[src/rtl/pipe_stage_reg_if.sv]
// Handshake bundle for one pipeline stage register: upstream accept side
// (in_*) and downstream release side (out_*).
interface pipe_stage_reg_if #(
  parameter int unsigned WIDTH = 32
);
  logic             in_valid;
  logic             in_ready;
  logic [WIDTH-1:0] in_data;
  logic             out_valid;
  logic             out_ready;
  logic [WIDTH-1:0] out_data;

  // Environment side: drives the payload in and the downstream ready.
  modport master (
    output in_valid, in_data, out_ready,
    input  in_ready, out_valid, out_data
  );

  // Stage side: the register itself.
  modport slave (
    input  in_valid, in_data, out_ready,
    output in_ready, out_valid, out_data
  );
endinterface

[src/rtl/pipe_stage_reg.sv]
// Generic pipeline stage register with valid/ready handshake, synchronous
// flush and an optional two-entry skid buffer that registers in_ready.
module pipe_stage_reg #(
  parameter int unsigned WIDTH = 32,
  parameter bit          SKID  = 1'b1
) (
  input  logic                clk,
  input  logic                rst_n,
  input  logic                flush,
  pipe_stage_reg_if.slave     bus,
  output logic [1:0]          occupancy
);

  if (SKID) begin : g_skid
    typedef enum logic [1:0] {
      EMPTY = 2'd0,
      ONE   = 2'd1,
      TWO   = 2'd2
    } state_t;

    state_t           state_q, state_d;
    logic [WIDTH-1:0] main_q, main_d;
    logic [WIDTH-1:0] skid_q, skid_d;
    logic             in_ready_q;
    logic             out_valid_q;
    logic             accept;
    logic             rel;

    assign accept = bus.in_valid && in_ready_q;
    assign rel    = out_valid_q && bus.out_ready;

    // State and payload registers; in_ready/out_valid are flopped from the
    // next state so neither has a combinational path from any input.
    always_ff @(posedge clk) begin
      if (!rst_n) begin
        state_q     <= EMPTY;
        main_q      <= '0;
        skid_q      <= '0;
        in_ready_q  <= 1'b1;
        out_valid_q <= 1'b0;
      end else begin
        state_q     <= state_d;
        main_q      <= main_d;
        skid_q      <= skid_d;
        in_ready_q  <= (state_d != TWO);
        out_valid_q <= (state_d != EMPTY);
      end
    end

    // Next-state and payload steering; flush empties the buffer but leaves
    // the payload registers untouched.
    always_comb begin
      state_d = state_q;
      main_d  = main_q;
      skid_d  = skid_q;
      unique case (state_q)
        EMPTY: begin
          if (accept) begin
            state_d = ONE;
            main_d  = bus.in_data;
          end
        end
        ONE: begin
          if (accept && rel) begin
            main_d = bus.in_data;
          end else if (accept) begin
            state_d = TWO;
            skid_d  = bus.in_data;
          end else if (rel) begin
            state_d = EMPTY;
          end
        end
        TWO: begin
          if (rel) begin
            state_d = ONE;
            main_d  = skid_q;
          end
        end
        default: state_d = EMPTY;
      endcase
      if (flush) begin
        state_d = EMPTY;
        main_d  = main_q;
        skid_d  = skid_q;
      end
    end

    assign bus.in_ready  = in_ready_q;
    assign bus.out_valid = out_valid_q;
    assign bus.out_data  = main_q;
    assign occupancy     = state_q;
  end else begin : g_noskid
    logic             valid_q;
    logic [WIDTH-1:0] main_q;
    logic             accept;
    logic             rel;

    assign bus.in_ready = bus.out_ready || !valid_q;
    assign accept       = bus.in_valid && bus.in_ready;
    assign rel          = valid_q && bus.out_ready;

    // Classic stall/flush register: load on accept, drop valid on release.
    always_ff @(posedge clk) begin
      if (!rst_n) begin
        valid_q <= 1'b0;
        main_q  <= '0;
      end else if (flush) begin
        valid_q <= 1'b0;
      end else if (accept) begin
        valid_q <= 1'b1;
        main_q  <= bus.in_data;
      end else if (rel) begin
        valid_q <= 1'b0;
      end
    end

    assign bus.out_valid = valid_q;
    assign bus.out_data  = main_q;
    assign occupancy     = {1'b0, valid_q};
  end

endmodule
[src/flat_wrapper.sv]
// flat-port wrapper written by rule: the top's interface ports become plain ports
module pipe_stage_reg_flat 
#(
  parameter int unsigned WIDTH = 32,
  parameter bit          SKID  = 1'b1
)
  (clk, rst_n, flush, occupancy, bus_in_valid, bus_in_data, bus_out_ready, bus_in_ready, bus_out_valid, bus_out_data);
  pipe_stage_reg_if #(.WIDTH(WIDTH)) bus_i ();
  input  logic clk;
  input  logic rst_n;
  input  logic flush;
  output logic [1:0] occupancy;
  input wire logic [$bits(bus_i.in_valid)-1:0] bus_in_valid;
  input wire logic [$bits(bus_i.in_data)-1:0] bus_in_data;
  input wire logic [$bits(bus_i.out_ready)-1:0] bus_out_ready;
  output wire logic [$bits(bus_i.in_ready)-1:0] bus_in_ready;
  output wire logic [$bits(bus_i.out_valid)-1:0] bus_out_valid;
  output wire logic [$bits(bus_i.out_data)-1:0] bus_out_data;
  assign bus_i.in_valid = bus_in_valid;
  assign bus_i.in_data = bus_in_data;
  assign bus_i.out_ready = bus_out_ready;
  assign bus_in_ready = bus_i.in_ready;
  assign bus_out_valid = bus_i.out_valid;
  assign bus_out_data = bus_i.out_data;
  pipe_stage_reg #(.WIDTH(WIDTH), .SKID(SKID)) u_core (.clk(clk), .rst_n(rst_n), .flush(flush), .bus(bus_i), .occupancy(occupancy));
endmodule
[config.mk]
export PLATFORM = sky130hd
export DESIGN_NAME = pipe_stage_reg_flat
export DESIGN_NICKNAME = d
export VERILOG_FILES = /design/src/rtl/pipe_stage_reg_if.sv /design/src/rtl/pipe_stage_reg.sv /design/src/flat_wrapper.sv
export SDC_FILE = /design/constraint.sdc
export NUM_CORES = 1
export LEC_CHECK = 0
export ABC_AREA = 1
export CORE_MARGIN = 3
export CORE_UTILIZATION = 43
export DETAILED_ROUTE_END_ITERATION = 6
export PLACE_DENSITY = 0.72
export SLEW_MARGIN = 15
export SYNTH_ARGS = -nofsm -noshare
export SYNTH_HDL_FRONTEND = slang
export SYNTH_SLANG_ARGS = --single-unit
[constraint.sdc]
create_clock -name clk -period 1.2 [get_ports clk]
set_input_delay 0.36 -clock clk [delete_from_list [all_inputs] [get_ports clk]]
set_output_delay 0.36 -clock clk [all_outputs]
set_load 0.05 [all_outputs]
# Yosys cells after proc, flatten, opt, wreduce, memory -nomap -nowiden
# Cells that the tools add are included.
# classes
n_eq_ne	6
bitwise	2
shift	0
div_mod_pow	0
magnitude_cmp	0
n_reduce_logical	8
n_addsub	0
mux	11
n_mul	0
# ops
cell	count
2-to-1 mux 32 bit	3
case mux 32 bit (3 select lines)	1
2-to-1 mux 2 bit	6
!= test 2 x 1 -> 1 bit (second input constant)	3
case mux 2 bit (3 select lines)	1
AND reduction 5 bit	1
AND reduction 4 bit	1
logical AND 1 bit	3
nonzero test 3 bit	1
equality test 2 x 1 -> 1 bit (second input constant)	1
equality test 2 bit (second input constant)	1
zero test 2 bit	1
!= test 2 bit (second input constant)	1
inverter 1 bit	2
nonzero test 2 bit	1
# word_totals
word_cells	32
n_memories	0
regBits	68
latch_bits	0
ramBits	0
mem_bits_ro	0

# Depth between registers and ports, before layout
# logic_depth
word_depth	7
mapped_depth	8
ltp_nobuf	7

# Worst setup path after synthesis
# Ideal clock, no wire load.
# synth_timing
kind	flip-flop to flip-flop
from	register u_core.g_skid.in_ready_q (netlist: u_core.bus.in_ready)
to	register u_core.g_skid.skid_q[0]
arrival_time_ns	1.401
path_slack_ns	-0.317
stages_incl_launch_ff	7
path_buffers	1
t_required_ns	1.084
path_cell_list	dfxtp_1 -> nand2_1 -> nor2_1 -> nand2_1 -> clkbuf_1 -> o21ai_0 -> nor2_1
# synth_between
elab_chain_len	4
# synth_rtl
element	line_no	text
from (decl)	pipe_stage_reg.sv:24	logic in_ready_q;
from (signal assigned)	pipe_stage_reg.sv:45	in_ready_q <= (state_d != TWO);
logical AND 1 bit (*)	pipe_stage_reg.sv:29	assign accept = bus.in_valid && in_ready_q;
logical AND 1 bit	pipe_stage_reg.sv:64	if (accept && rel) begin
inverter 1 bit (no source line)	-	
AND reduction 4 bit (no source line) (*)	-	
to (signal assigned)	pipe_stage_reg.sv:44	skid_q <= skid_d;
to (decl)	pipe_stage_reg.sv:23	logic [WIDTH-1:0] skid_q, skid_d;
# Every way passes the cells marked *; elsewhere a longest branch is shown, timed or not.
# A chain may end at the register's enable or synchronous reset.

# Worst setup path in the final report
# layout_timing
from	register u_core.g_skid.state_q[1] (netlist: u_core.occupancy[1])
to	register u_core.g_skid.main_q[20] (netlist: u_core.bus.out_data[20])
# layout_between
elab_chain_len	3
elab_cells_between_ends	9
classes_between	eq/ne (5); mux (1); reduce/logical (3)
# layout_rtl
element	line_no	text
from (decl)	pipe_stage_reg.sv:21	state_t state_q, state_d;
from (signal assigned)	pipe_stage_reg.sv:42	state_q <= state_d;
equality test 2 bit (tied with other cells)	pipe_stage_reg.sv:56	unique case (state_q)
!= test 2 x 1 -> 1 bit (no source line) or nonzero test 3 bit (tied branches)	-	
AND reduction 5 bit (no source line)	-	
to (signal assigned)	pipe_stage_reg.sv:43	main_q <= main_d;
to (decl)	pipe_stage_reg.sv:22	logic [WIDTH-1:0] main_q, main_d;
# Parallel ways exist; a longest one is shown, timed or not.

==> impl_summary.log <==
INFO  metric postSynth.topFlopCell = dfxtp_1
INFO  metric first_global_vias = 2,880
INFO  metric reg2reg_depth = 5
INFO  metric die_height = roughly 90 um
INFO  metric worstPathMaxFanout = 27
INFO  metric finish.utilization = 77.6%
INFO  metric routed-via-count = about 3,200
INFO  metric power = 5.74 mW
INFO  metric tritoncts_clock_tree = done
INFO  metric worstPathArrival = roughly 1.5 ns
INFO  metric cts_hold_buf = 0
INFO  metric setup.worst_path.start_class = flop
INFO  metric worstSkewPairLatency = 0.35 ns
INFO  metric gp_routability_congestion = 0.798
INFO  metric number_of_remaining_drc_errors = 0
INFO  metric dieArea = 0.00790 mm^2
INFO  metric power_leakage = 2.35 nW
INFO  metric worst_path_most_repeated_cell = nor2_1
INFO  metric worstPathRequired = 1.44 ns
INFO  metric synth_enable_flop_cells = 0
INFO  metric synth_sequential_area_ratio = 46.1%
INFO  metric min_period_over_period = 109%
INFO  metric critical_path_class = flop to flop
INFO  metric grt_pass1_wl = 12.6 mm
INFO  metric synth_area_leader_cell = dfxtp_1
INFO  metric clkTransAtPathRegs = 0.08 ns
INFO  metric grt_use_met2 = 35.6%
INFO  metric max_cap_violations = 0
INFO  metric grt_met3_usage = 5.12%
INFO  metric worstPathBufferInverterCount = 1
INFO  metric drv_slew = 0
INFO  metric final_nets = 595
INFO  metric fill_cells = 458
INFO  metric synthesized_area_divided_by_synthesized_cell_count = ~6.3 um^2
INFO  metric drt_first_iter_violations = 233
INFO  metric crit_slowest_cell = dfxtp_4
INFO  metric rsz0062_at_grt = true
INFO  metric postSynthCellCount = between 400 and 500
INFO  metric cpPeakStageDelay = 0.39 ns
INFO  metric numCtsBuffers = 9
INFO  metric timing.final.setup_violations = slightly below 80
INFO  metric finalHoldViolations = 0
INFO  metric ys_async_sr_fraction = 0%
INFO  metric ant_nets = 0
INFO  metric crit_path_cell_trace = a21oi_4, nand3_4, buf_12, nor2_1, nor2_1
INFO  metric core_area = 0.00649 mm^2
INFO  metric grt_start_max_net_pins = 38
INFO  metric drive_above_1_share = approximately 36%
INFO  metric post_syn_nets = 505
INFO  metric reg2reg_slack = -0.10 ns
INFO  metric regToRegStartpoint = u_core.occupancy[1]
INFO  metric worst_r2r_endpoint = u_core.bus.out_data[20]
INFO  metric post_place_worst_slack = -0.500 ns
INFO  metric die_w = roughly 89 um
INFO  metric p_per_area = ~1100 mW/mm^2
INFO  metric grt_busiest_layer = met2
INFO  metric yosys.cell_count.top_type = nand2_1
INFO  metric synth_cell_type_count = 15
INFO  metric final-seq-area = between 0.001 and 0.0015 mm^2
INFO  metric area_overhead_of_the_layout_relative_to_synthesis = 70.6%
INFO  metric maxSlewHeadroom = about four fifths
INFO  metric initial_core_util = between 40% and 50%
INFO  metric vdd.ir_drop.worst = approximately 0.76 mV
INFO  metric drt-vias-per-instance = 4.99
INFO  metric max_h_tree_level = 3
INFO  metric num_io_pins = 73
INFO  metric max-clock-path-buffers = 2
INFO  metric detailedRoute.firstPassIterationCount = 5
INFO  metric synth.cells.most_frequent = 169 x nand2_1, 129 x nor2_1, 68 x dfxtp_1
INFO  metric timing.hold.worst_endpoint = u_core.bus.in_ready
INFO  metric detailedPlacementHpwl = 4.94 mm
INFO  metric finalHoldWorstSlack = between 0.4 and 0.5 ns
INFO  metric yosysWarnings = 0
INFO  metric multi_input_area = approximately 0.0016 mm^2
INFO  metric grt_antenna_before_repair = 0
INFO  metric cts_sinks = 68
INFO  metric ys_seq_elements = 68
INFO  metric outcome = finished with violations
INFO  metric transition_time_of_the_tightest_slew_check_pin = about 0.3 ns
INFO  metric min-delay-path-class = input pin to flop
INFO  metric failed_checks = setup timing
INFO  metric setup_ws = -0.102 ns
INFO  metric portBuffers = just over 70
INFO  metric critical_path.top_delay_family = flip-flops
INFO  metric hold_path_startpoint = rst_n
INFO  metric wire_per_inst = approximately 14 um
INFO  metric globalRouteTotalUtil = 20.4%
INFO  metric synth_top_area_share = between 40% and 50%
INFO  metric crit_path_end_kind = flop
INFO  metric synthTopCellsByArea = dfxtp_1 46%, nand2_1 21%, nor2_1 16%
INFO  metric drt-total-wl = 8.67 mm
INFO  metric grt-ovfl-total = 0
INFO  metric final.setup_skew = 0.00881 ns
INFO  metric max_freq = approximately 770 MHz
INFO  metric grtUsageMet1 = between 20% and 30%
INFO  metric timing.hold.worst_path_depth = 2
INFO  metric mappedNetlistArea = 0.00295 mm^2
INFO  metric clock-root-buffer = clkbuf_8
INFO  metric fp-row-count = 29
INFO  metric final.min_clock_period = roughly 1.3 ns
INFO  metric antennaDiodeCount = 0
INFO  metric fin_setup_tns = -3.61 ns
-- worst register-to-register path: cells and delay by family (launching register included) --
family / cells / cell delay, ns
flip-flops: 1 / 0.39
buffers and inverters: 1 / 0.21
AND/OR/NAND/NOR: 3 / 0.38
AO/OA/AOI/OAI: 1 / 0.21
-- placed cells by master, fill, tap and decap left out, drive strengths merged --
master         instances
nand3                  3
inv                   37
dlygate4sd2            3
nand2                169
clkdlybuf4s50         32
clkinvlp               1
dfxtp                 68
clkbuf                16
nand4                  1
clkinv                 5
buf                   64
o21ai                 32
a21oi                  2
o211ai                 1
nor2                 129
-- what timing repair did --
action / CTS / global route
gates resized for setup: 71 / 100
pin swaps: 4 / 23
buffers inserted: 3 / 4
gates cloned: 2 / 7
endpoints found under the setup margin: 100 / 101
-- per-stage QoR --
step / area (um^2) / instances
2_1_floorplan: 3010 / 468
3_3_place_gp: 4230 / 609
3_5_place_dp: 4230 / 609
4_1_cts: 4600 / 630
5_1_grt: 5040 / 640
6_report: 5040 / 640
-- where the power goes --
part | total, mW | switching (mW) | internal [mW]
logic | 1.45 | 0.754 | 0.698
registers | 2.50 | 0.118 | 2.39
clock network | 1.78 | 0.903 | 0.876
-- logic make-up after synthesis --
logic type,after synthesis,synth area share (%)
AND/OR/NAND/NOR,302,38.8
flip-flops,68,46.1
AO/OA/AOI/OAI,35,6.01
buffers and inverters,63,9.15
-- layout make-up --
cell class	count	area share, %
Tap cell	77	1.91
Multi-Input combinational cell	337	32.6
Sequential cell	68	28.1
Timing Repair Buffer	104	30.4
Inverter	38	3.18
Clock buffer	11	3.03
Clock inverter	5	0.695
-- worst max-delay path by stage --
| stage | from | to | slack, ns | cells past startpoint |
|---|---|---|---|---|
| detailed placement | bus_in_valid | u_core.g_skid.skid_q[18] | -0.50 | 7 |
| CTS | u_core.occupancy[1] | u_core.g_skid.skid_q[8] | -0.07 | 8 |
| global route | u_core.occupancy[1] | u_core.bus.out_data[20] | -0.19 | 7 |
| floorplan | u_core.occupancy[0] | u_core.bus.out_data[0] | -0.004 | 7 |
| global placement | bus_in_valid | u_core.g_skid.skid_q[31] | -0.43 | 7 |
| finish | u_core.occupancy[1] | u_core.bus.out_data[20] | -0.10 | 5 |
-- sequential cells by signal (all words and copies together) (netlist names) --
name / cells
u_core.occupancy: 2
u_core.bus.in_ready: 1
u_core.g_skid.skid_q: 32
u_core.bus.out_data: 32
u_core.bus.out_valid: 1
-- per-layer routing --
layer / part of all wire, % / vias up / wire length [um]
li1: - / 1581 / -
met5: 0 / - / 0
met4: 1.2 / 0 / 102
met1: 39 / 1474 / 3400
met2: 54 / 127 / 4660
met3: 5.9 / 9 / 514
(Power assumes the default switching activity.)
